<file path="config.mk">
export PLATFORM = sky130hd
export DESIGN_NAME = pipe_hazard_ctrl
export DESIGN_NICKNAME = d
export VERILOG_FILES = /design/src/rtl/rv_pipe_pkg.sv /design/src/rtl/pipe_wait_timer.sv /design/src/rtl/pipe_hazard_ctrl.sv
export SDC_FILE = /design/constraint.sdc
export NUM_CORES = 1
export LEC_CHECK = 0
export ABC_CLOCK_PERIOD_IN_PS = 3000
export BUFFER_PORTS_ARGS = -buffer_cell sky130_fd_sc_hd__buf_2
export CORE_ASPECT_RATIO = 0.75
export CORE_UTILIZATION = 40
export CTS_CLUSTER_DIAMETER = 60
export DETAILED_ROUTE_END_ITERATION = 16
export PLACE_DENSITY = 0.65
export SYNTH_ARGS = -nofsm -noshare
export SYNTH_HDL_FRONTEND = slang
export SYNTH_SLANG_ARGS = --single-unit
</file>
<file path="constraint.sdc">
create_clock -name clk -period 3 [get_ports clk]
set_input_delay 0.15 -clock clk [delete_from_list [all_inputs] [get_ports clk]]
set_output_delay 0.15 -clock clk [all_outputs]
set_load 0.02 [all_outputs]
</file>
<file path="src/rtl/rv_pipe_pkg.sv">
// rv_pipe_pkg
//   Shared definitions for the 5-stage RV64 pipeline control slice:
//   the hazard-controller FSM state type, the x0 register index and
//   the default watchdog limit for wait episodes.
package rv_pipe_pkg;

   typedef enum logic [1:0] {
      RUN      = 2'd0,
      MC_WAIT  = 2'd1,
      MEM_WAIT = 2'd2
   } ctrl_state_e;

   localparam logic [4:0]  REG_X0           = 5'd0;
   localparam int unsigned WAIT_TIMEOUT_DEF = 1024;

   function automatic logic is_wait(input ctrl_state_e s);
      return (s == MC_WAIT) || (s == MEM_WAIT);
   endfunction

endpackage

</file>
<file path="src/rtl/pipe_wait_timer.sv">
// pipe_wait_timer
//   Watchdog for wait episodes. The count clears at the start of an
//   episode and advances on every wait cycle; reaching LIMIT sets a
//   sticky error flag that only reset clears.
// Ports:
//   clk, reset : clock, asynchronous active-high reset
//   clr_i      : a new wait episode starts this cycle
//   inc_i      : this cycle is a wait cycle
//   err_o      : sticky timeout flag
module pipe_wait_timer
   import rv_pipe_pkg::*;
#(
   parameter int unsigned LIMIT = WAIT_TIMEOUT_DEF
) (
   input  logic clk,
   input  logic reset,
   input  logic clr_i,
   input  logic inc_i,
   output logic err_o
);

   localparam int unsigned W       = $clog2(LIMIT + 1);
   localparam logic [W-1:0] LIMIT_C = W'(LIMIT);

   logic [W-1:0] cnt_q, cnt_d;
   logic         err_q, err_d;

   // Saturates at LIMIT so a long-stuck wait cannot wrap the count.
   always_comb begin
      cnt_d = cnt_q;
      if (clr_i) begin
         cnt_d = '0;
      end else if (inc_i && (cnt_q != LIMIT_C)) begin
         cnt_d = cnt_q + W'(1);
      end
      err_d = err_q | (cnt_d == LIMIT_C);
   end

   always_ff @(posedge clk or posedge reset) begin
      if (reset) begin
         cnt_q <= '0;
         err_q <= 1'b0;
      end else begin
         cnt_q <= cnt_d;
         err_q <= err_d;
      end
   end

   assign err_o = err_q;

endmodule

</file>
<file path="src/rtl/pipe_hazard_ctrl.sv">
// pipe_hazard_ctrl
//   Hold/flush control for the PC, IF/ID, ID/EX, EX/MEM and MEM/WB
//   registers of the 5-stage RV64 core. Resolves memory wait states,
//   multi-cycle EX ops, EX redirects and load-use hazards, in that
//   priority, plus a wait watchdog and stall/flush counters.
// Ports:
//   id_rs1/id_rs2, id_use_rs1/id_use_rs2 : ID source registers and usage
//   ex_rd, ex_MemRead                    : EX destination / EX is a load
//   ex_redirect                          : taken branch/jump in EX
//   ex_mc_start, mc_done, mc_go          : multi-cycle unit handshake
//   mem_req, dmem_ready                  : MEM stage access / completion
//   pc_en .. exmem_en                    : register load enables
//   ifid_flush, idex_flush               : NOP bubble insertion
//   exmem_bubble, memwb_bubble           : bubble into EX/MEM, MEM/WB
//   ctrl_state                           : FSM state
//   stall_cnt, flush_cnt                 : wrapping performance counters
//   timeout_err                          : sticky watchdog flag
module pipe_hazard_ctrl
   import rv_pipe_pkg::*;
#(
   parameter int unsigned WAIT_TIMEOUT = WAIT_TIMEOUT_DEF,
   parameter int unsigned CNT_W        = 32
) (
   input  logic             clk,
   input  logic             reset,
   input  logic [4:0]       id_rs1,
   input  logic [4:0]       id_rs2,
   input  logic             id_use_rs1,
   input  logic             id_use_rs2,
   input  logic [4:0]       ex_rd,
   input  logic             ex_MemRead,
   input  logic             ex_redirect,
   input  logic             ex_mc_start,
   input  logic             mc_done,
   input  logic             mem_req,
   input  logic             dmem_ready,
   output logic             mc_go,
   output logic             pc_en,
   output logic             ifid_en,
   output logic             idex_en,
   output logic             exmem_en,
   output logic             ifid_flush,
   output logic             idex_flush,
   output logic             exmem_bubble,
   output logic             memwb_bubble,
   output logic [1:0]       ctrl_state,
   output logic [CNT_W-1:0] stall_cnt,
   output logic [CNT_W-1:0] flush_cnt,
   output logic             timeout_err
);

   ctrl_state_e      state_q, state_d, eff_st;
   logic             resume_q, resume_d;
   logic             done_q, done_d;
   logic             lu, mw, mc_done_eff, flush_inc;
   logic [CNT_W-1:0] stall_cnt_q, flush_cnt_q;
   logic             wd_clr, wd_inc;

   assign lu = ex_MemRead && (ex_rd != REG_X0) &&
               ((id_use_rs1 && (id_rs1 == ex_rd)) ||
                (id_use_rs2 && (id_rs2 == ex_rd)));
   assign mw = mem_req && !dmem_ready;

   // MEM_WAIT remembers which state it interrupted; once the memory
   // stall releases, the rules of that state apply.
   assign eff_st      = (state_q == MEM_WAIT) ? (resume_q ? MC_WAIT : RUN) : state_q;
   assign mc_done_eff = mc_done || done_q;

   always_comb begin
      pc_en        = 1'b0;
      ifid_en      = 1'b0;
      idex_en      = 1'b0;
      exmem_en     = 1'b0;
      ifid_flush   = 1'b0;
      idex_flush   = 1'b0;
      exmem_bubble = 1'b0;
      memwb_bubble = 1'b0;
      mc_go        = 1'b0;
      flush_inc    = 1'b0;
      state_d      = state_q;
      resume_d     = resume_q;
      done_d       = done_q;
      if (!reset) begin
         if (mw) begin
            memwb_bubble = 1'b1;
            state_d      = MEM_WAIT;
            resume_d     = (eff_st == MC_WAIT);
            // An mc_done seen while memory-stalled must not be lost.
            done_d       = (eff_st == MC_WAIT) && mc_done_eff;
         end else begin
            resume_d = 1'b0;
            done_d   = 1'b0;
            if (((eff_st == RUN) && ex_mc_start) ||
                ((eff_st == MC_WAIT) && !mc_done_eff)) begin
               exmem_en     = 1'b1;
               exmem_bubble = 1'b1;
               mc_go        = (eff_st == RUN);
               state_d      = MC_WAIT;
            end else begin
               state_d = RUN;
               if (ex_redirect) begin
                  pc_en      = 1'b1;
                  ifid_en    = 1'b1;
                  idex_en    = 1'b1;
                  exmem_en   = 1'b1;
                  ifid_flush = 1'b1;
                  idex_flush = 1'b1;
                  flush_inc  = 1'b1;
               end else if (lu) begin
                  idex_en    = 1'b1;
                  exmem_en   = 1'b1;
                  idex_flush = 1'b1;
               end else begin
                  pc_en    = 1'b1;
                  ifid_en  = 1'b1;
                  idex_en  = 1'b1;
                  exmem_en = 1'b1;
               end
            end
         end
      end
   end

   always_ff @(posedge clk or posedge reset) begin
      if (reset) begin
         state_q     <= RUN;
         resume_q    <= 1'b0;
         done_q      <= 1'b0;
         stall_cnt_q <= '0;
         flush_cnt_q <= '0;
      end else begin
         state_q  <= state_d;
         resume_q <= resume_d;
         done_q   <= done_d;
         if (!pc_en) begin
            stall_cnt_q <= stall_cnt_q + CNT_W'(1);
         end
         if (flush_inc) begin
            flush_cnt_q <= flush_cnt_q + CNT_W'(1);
         end
      end
   end

   assign wd_clr = (state_d != state_q) && is_wait(state_d);
   assign wd_inc = is_wait(state_q);

   pipe_wait_timer #(
      .LIMIT (WAIT_TIMEOUT)
   ) u_wait_timer (
      .clk   (clk),
      .reset (reset),
      .clr_i (wd_clr),
      .inc_i (wd_inc),
      .err_o (timeout_err)
   );

   assign ctrl_state = state_q;
   assign stall_cnt  = stall_cnt_q;
   assign flush_cnt  = flush_cnt_q;

endmodule

</file>
### After elaboration in Yosys (flattened, before gate mapping)

Cells that the tools add are included.

* memories: 0
* bits in latches: 0
* output and inout bits: 76
* bits in writable memories: 0
* register bits: 80
* input bits: 25
* memory bits (read-only): 0

* magnitude comparators: 0
* reductions and logical operators: 19
* equality and inequality tests: 10
* $add $sub $neg: 3
* divide/modulo/power cells: 0
* $mul: 0
* shift-type cells: 0
* bitwise logic cells: 1
* mux-type cells: 36

Operator list (number)
* $add 32x1->32 const B: 2
* $mux 1: 31
* $mux 11: 2
* $add 11x1->11 const B: 1
* $eq 11x11->1 const B: 1
* $ne 11x11->1 const B: 1
* $eq 5x5->1: 2
* $logic_and 1x1->1: 10
* $eq 2x1->1 const B: 3
* $mux 2: 3
* $logic_or 1x1->1: 5
* $reduce_bool 5->1: 1
* $eq 2x2->1 const B: 2
* $logic_not 1->1: 2
* $logic_not 2->1: 1
* $ne 2x2->1: 1
* $or 1x1->1: 1

### Logic depth before layout (Yosys ltp)

* depth in word-level cells: 14
* gate-level depth with buffers: 9
* depth with buffers taken out: 8

### Hierarchy

Synthesis repeated with hierarchy kept, for this count alone.

* cells, all modules: 387
* area total of the unflattened synthesis: 4156.5 um^2

By module, submodules not included
* pipe_hazard_ctrl: instances 1, seq. area each 1701.6 um^2, cells an instance 305, area an instance 3398.3 um^2
* pipe_wait_timer: instances 1, seq. area each 300.3 um^2, cells an instance 82, area an instance 758.2 um^2

### Worst setup path after synthesis

OpenSTA, ideal clock, no wires.

* kind: input to output
* start: input reset
* end: output pc_en
* cell stages on the path: 8
* setup slack: -786 ps
* data arrival time: 3636 ps
* required time: 2850 ps
* cells stage by stage: clkbuf_1 > inv_1 > nand2_1 > nor2_1 > o31ai_4 > buf_4 > inv_1 > buf_4

* cells in the longest elaborated chain, start to end: 1

Ends and longest elaborated chain
* start: declaration: RTL line pipe_hazard_ctrl.sv:25 `input logic reset,`
* $mux 1
* end: declaration: RTL line pipe_hazard_ctrl.sv:38 `output logic pc_en,`

Every way passes these cells.

### Worst setup path in the final report

* start: register state_q[0], in the netlist ctrl_state[0]
* end: output ifid_en

* cells in the longest elaborated chain, start to end: 8
* elaborated cells between the ends (all ways): 10
* classes of those cells: eq/ne (2); mux (4); reduce/logical (4)

Ends and longest elaborated chain
* start: declaration: RTL line pipe_hazard_ctrl.sv:52 `ctrl_state_e state_q, state_d, eff_st;`
* start signal: assignment: RTL line pipe_hazard_ctrl.sv:132 `state_q <= state_d;`
* $eq 2x2->1: RTL line pipe_hazard_ctrl.sv:66 `assign eff_st = (state_q == MEM_WAIT) ? (resume_q ? MC_WAIT : RUN) : state_q;`
* $mux 2 *: RTL line pipe_hazard_ctrl.sv:66
* $eq 2x1->1 / $logic_not 2->1 (equally long branches): RTL line pipe_hazard_ctrl.sv:94, pipe_hazard_ctrl.sv:93
* $logic_and 1x1->1 (on tied branches): RTL line pipe_hazard_ctrl.sv:94, pipe_hazard_ctrl.sv:93
* $logic_or 1x1->1 *: RTL line pipe_hazard_ctrl.sv:93 `if (((eff_st == RUN) && ex_mc_start) ||`
* $mux 1 *: RTL line pipe_hazard_ctrl.sv:93
* $mux 1 *: RTL line pipe_hazard_ctrl.sv:84 `if (mw) begin`
* $mux 1 *: RTL line pipe_hazard_ctrl.sv:83 `if (!reset) begin`
* end: declaration: RTL line pipe_hazard_ctrl.sv:39 `output logic ifid_en,`

Mark *: on every way between the ends. The rest lies on a longest branch, timed or not.

==> flow_summary.toml <==
[route]
drtIter0Drc = 95
first_pass_iters = 4
drt-total-wl_um = 8790
drc = 0
wl_per_cell_um = 14.0
ant_nets = 0
num_vias = 3149
vias_per_cell = 5.03

[floorplanning]
row_count = 31
die_area_um2 = 10600
die_x_um = 119
start_util_pct = 41.8
core-area_um2 = 9770
io_pins = 101
die_height_um = 89.5

[sta]
relSlewSlack_pct = 31.9
rsz0062_at_grt = "false"
slew_viol_final = 0
fmax_mhz = 355
period_needed_ns = 2.82
holdWs_ns = 0.0858
tns_ns = 0
setup_viol = 0
worst_pin_slew_ns = 1.02
finalCritPeriodShare_pct = 93.9
fin_worst_skew_ns = 0.00457
hold_viol = 0

[grt]
grt_antenna_before_repair = 0
gr-total-overflow = 0
grt_max_degree = 82
grt_pass1_vias = 3030
grt_pass1_wl_um = 14700
grt_use_total_pct = 17.7

[yosys]
avgSynthCellArea_um2 = 10.5
synth_flop_cell = "dfrtp_1"
synth_edf_count = 0
syn_inst = 389
synthTopCellsByArea = "dfrtp_1 (49%), xnor2_1 (11%), xor2_1 (6.6%), nand3_1 (3.3%), nand4_1 (3.1%)"
synth_top_area_share_pct = 49.0
syn_nets = 420
synth_cell_type_count = 47
yosysSeqAreaShare_pct = 49.0
syn_area_um2 = 4090
ys_ff_latch = 80
synth_top_cell_by_area = "dfrtp_1"
ys_warn_count = 0
synthArstFlopShare_pct = 100

[hold_path]
min_path_type = "in -> reg"

[critical_path]
end_kind = "output port"
cp.arrival_ns = 2.67
cp_data_required_time_ns = 2.85
r2r_slack_ns = 0.34
crit_fanout = 23
worstSetupStartpointType = "register"
crit_type = "reg -> out"

[cts]
cts-hold-fix-buffers = 0
cts.sinks = 80
clockBufferDepth = 2
ctsRootBufferMaster = "clkbuf_16"
cts_max_level = 3
cts_made_buffers = 9
postCtsSetupRepairBufs = 0
worstSkewPairLatency_ns = 0.33
cts-resized-gates = 0
clkTransAtPathRegs_ns = 0.06
cts_tree = "yes"

[cells_and_area]
nets = 521
n_antenna_cell = 0
drive_gt1_share_pct = 26.9
syn_to_final_growth_pct = 23.3

[placement]
hpwl_um = 6440
io_buffers = 100
gp_congestion = 0.814

[run]
drv_cap = 0

[power_and_ir_drop]
ir_drop_mv = 0.440
leakage_nw = 2.52
power_density_nw_per_um2 = 632

[run_status]
outcome = "completed"
-- routing by layer --
layer | vias up | share of wire, % | GRT usage [%]
met5 | - | 0 | 0
met4 | 0 | 1.2 | 5.52
met3 | 11 | 4.8 | 4.72
met2 | 76 | 44 | 27.7
met1 | 1508 | 50 | 24.1
li1 | 1554 | - | -
-- final timing paths --
kind,from,endpoint,cells after the start
setup / recovery,ctrl_state[0],ifid_en,8
hold reg to reg,flush_cnt[31],flush_cnt[31],1
setup reg to reg,ctrl_state[0],flush_cnt[22],8
hold / removal,mc_done,done_q,3
min in group asynchronous,reset,resume_q,3
max in group asynchronous,reset,stall_cnt[14],3
-- power breakdown --
group | switching (mW) | internal (mW)
sequential | 0.140 | 1.18
combinational | 0.393 | 0.250
clock | 0.402 | 0.814
total | 0.935 | 2.25
-- flip-flops by register name (all words and copies together) (netlist names) --
signal and cells:
ctrl_state 2, done_q 1, flush_cnt 32, resume_q 1
stall_cnt 32, u_wait_timer.cnt_q 11, u_wait_timer.err_o 1
-- critical path, stage by stage, from the launching register on --
cell,delay (ns)
dfrtp_1,0.40
inv_1,0.13
ha_1,0.19
mux2i_1,0.37
mux2_2,0.41
nor2_1,0.24
o31ai_4,0.29
inv_1,0.13
buf_2,0.17
-- synthesized netlist by cell type (all sizes together) (2+ instances only) --
library cell,n
nand4,20
nor2b,3
o21ai,6
a31oi,3
nand2b,3
dfrtp,80
nor3,10
mux2,3
mux2i,3
a31o,2
and3,16
nor2,34
and2,4
a21oi,4
clkbuf,4
ha,6
nand2,29
nand3,27
xor2,31
a21o,2
o21a,2
nor4,6
xnor2,52
buf,8
nor3b,2
or3,3
o22ai,2
inv,9
and4,6
nand4b,2
-- stage by stage --
| stage | cells | power (mW) | worst slack, ns | instance area, µm² | util (%) |
|---|---|---|---|---|---|
| after CTS | 626 | 3.23 | 0.156 | 5040 | 51.5 |
| after floorplan | 389 | 1.79 | 0.116 | 4100 | - |
| after global routing | 626 | 3.35 | 0.00913 | 5040 | 51.5 |
| after global placement | 611 | 1.98 | 0.446 | 4700 | 48.1 |
| after detailed placement | 611 | 1.99 | 0.326 | 4700 | 48.1 |
| final | 626 | 3.18 | 0.183 | 5040 | 51.5 |
-- cell usage in the layout, fill, tap and decap left out, types with 2 or more instances in the layout --
master     instances
o21a_1             2
a21oi_1            4
clkbuf_8           4
or3_1              3
and4_1             5
clkbuf_16          9
inv_1              8
ha_1               6
nor4_1             3
nor2_1            33
xnor2_1           52
a21o_1             2
nand2_1           28
nand4_1           20
nand4b_1           2
o21ai_0            5
buf_2            100
nand3_1           27
xor2_1            31
mux2i_1            3
nor4_4             2
and2_1             3
mux2_2             3
o22ai_1            2
nand2b_1           3
nor2b_1            3
nor3_1            10
bufinv_16          2
dfrtp_1           80
buf_4              2
a31oi_1            3
and3_1            16
a31o_2             2
-- layout make-up --
type                    count  area [µm²]
inverters                   9        37.5
multi-input cells         288        1980
fillers                   910        4740
well taps                 132         165
flip-flops and latches     80        2000
clock buffers              13         280
clock inverters             2        60.1
repair buffers            102         515
-- cells by family (layout without fill, tap and decap cells) --
| kind of cell | after synthesis | count (layout) | share of synthesized area (%) |
|---|---|---|---|
| xor+xnor | 83 | 83 | 17.8 |
| compound gates | 24 | 24 | 4.16 |
| flops | 80 | 80 | 49.0 |
| buf+inv | 21 | 126 | 2.69 |
| simple gates | 169 | 169 | 23.0 |
| fa+ha+maj | 6 | 6 | 1.84 |
| mux | 6 | 6 | 1.56 |
Power figures use the tool's default switching activity.
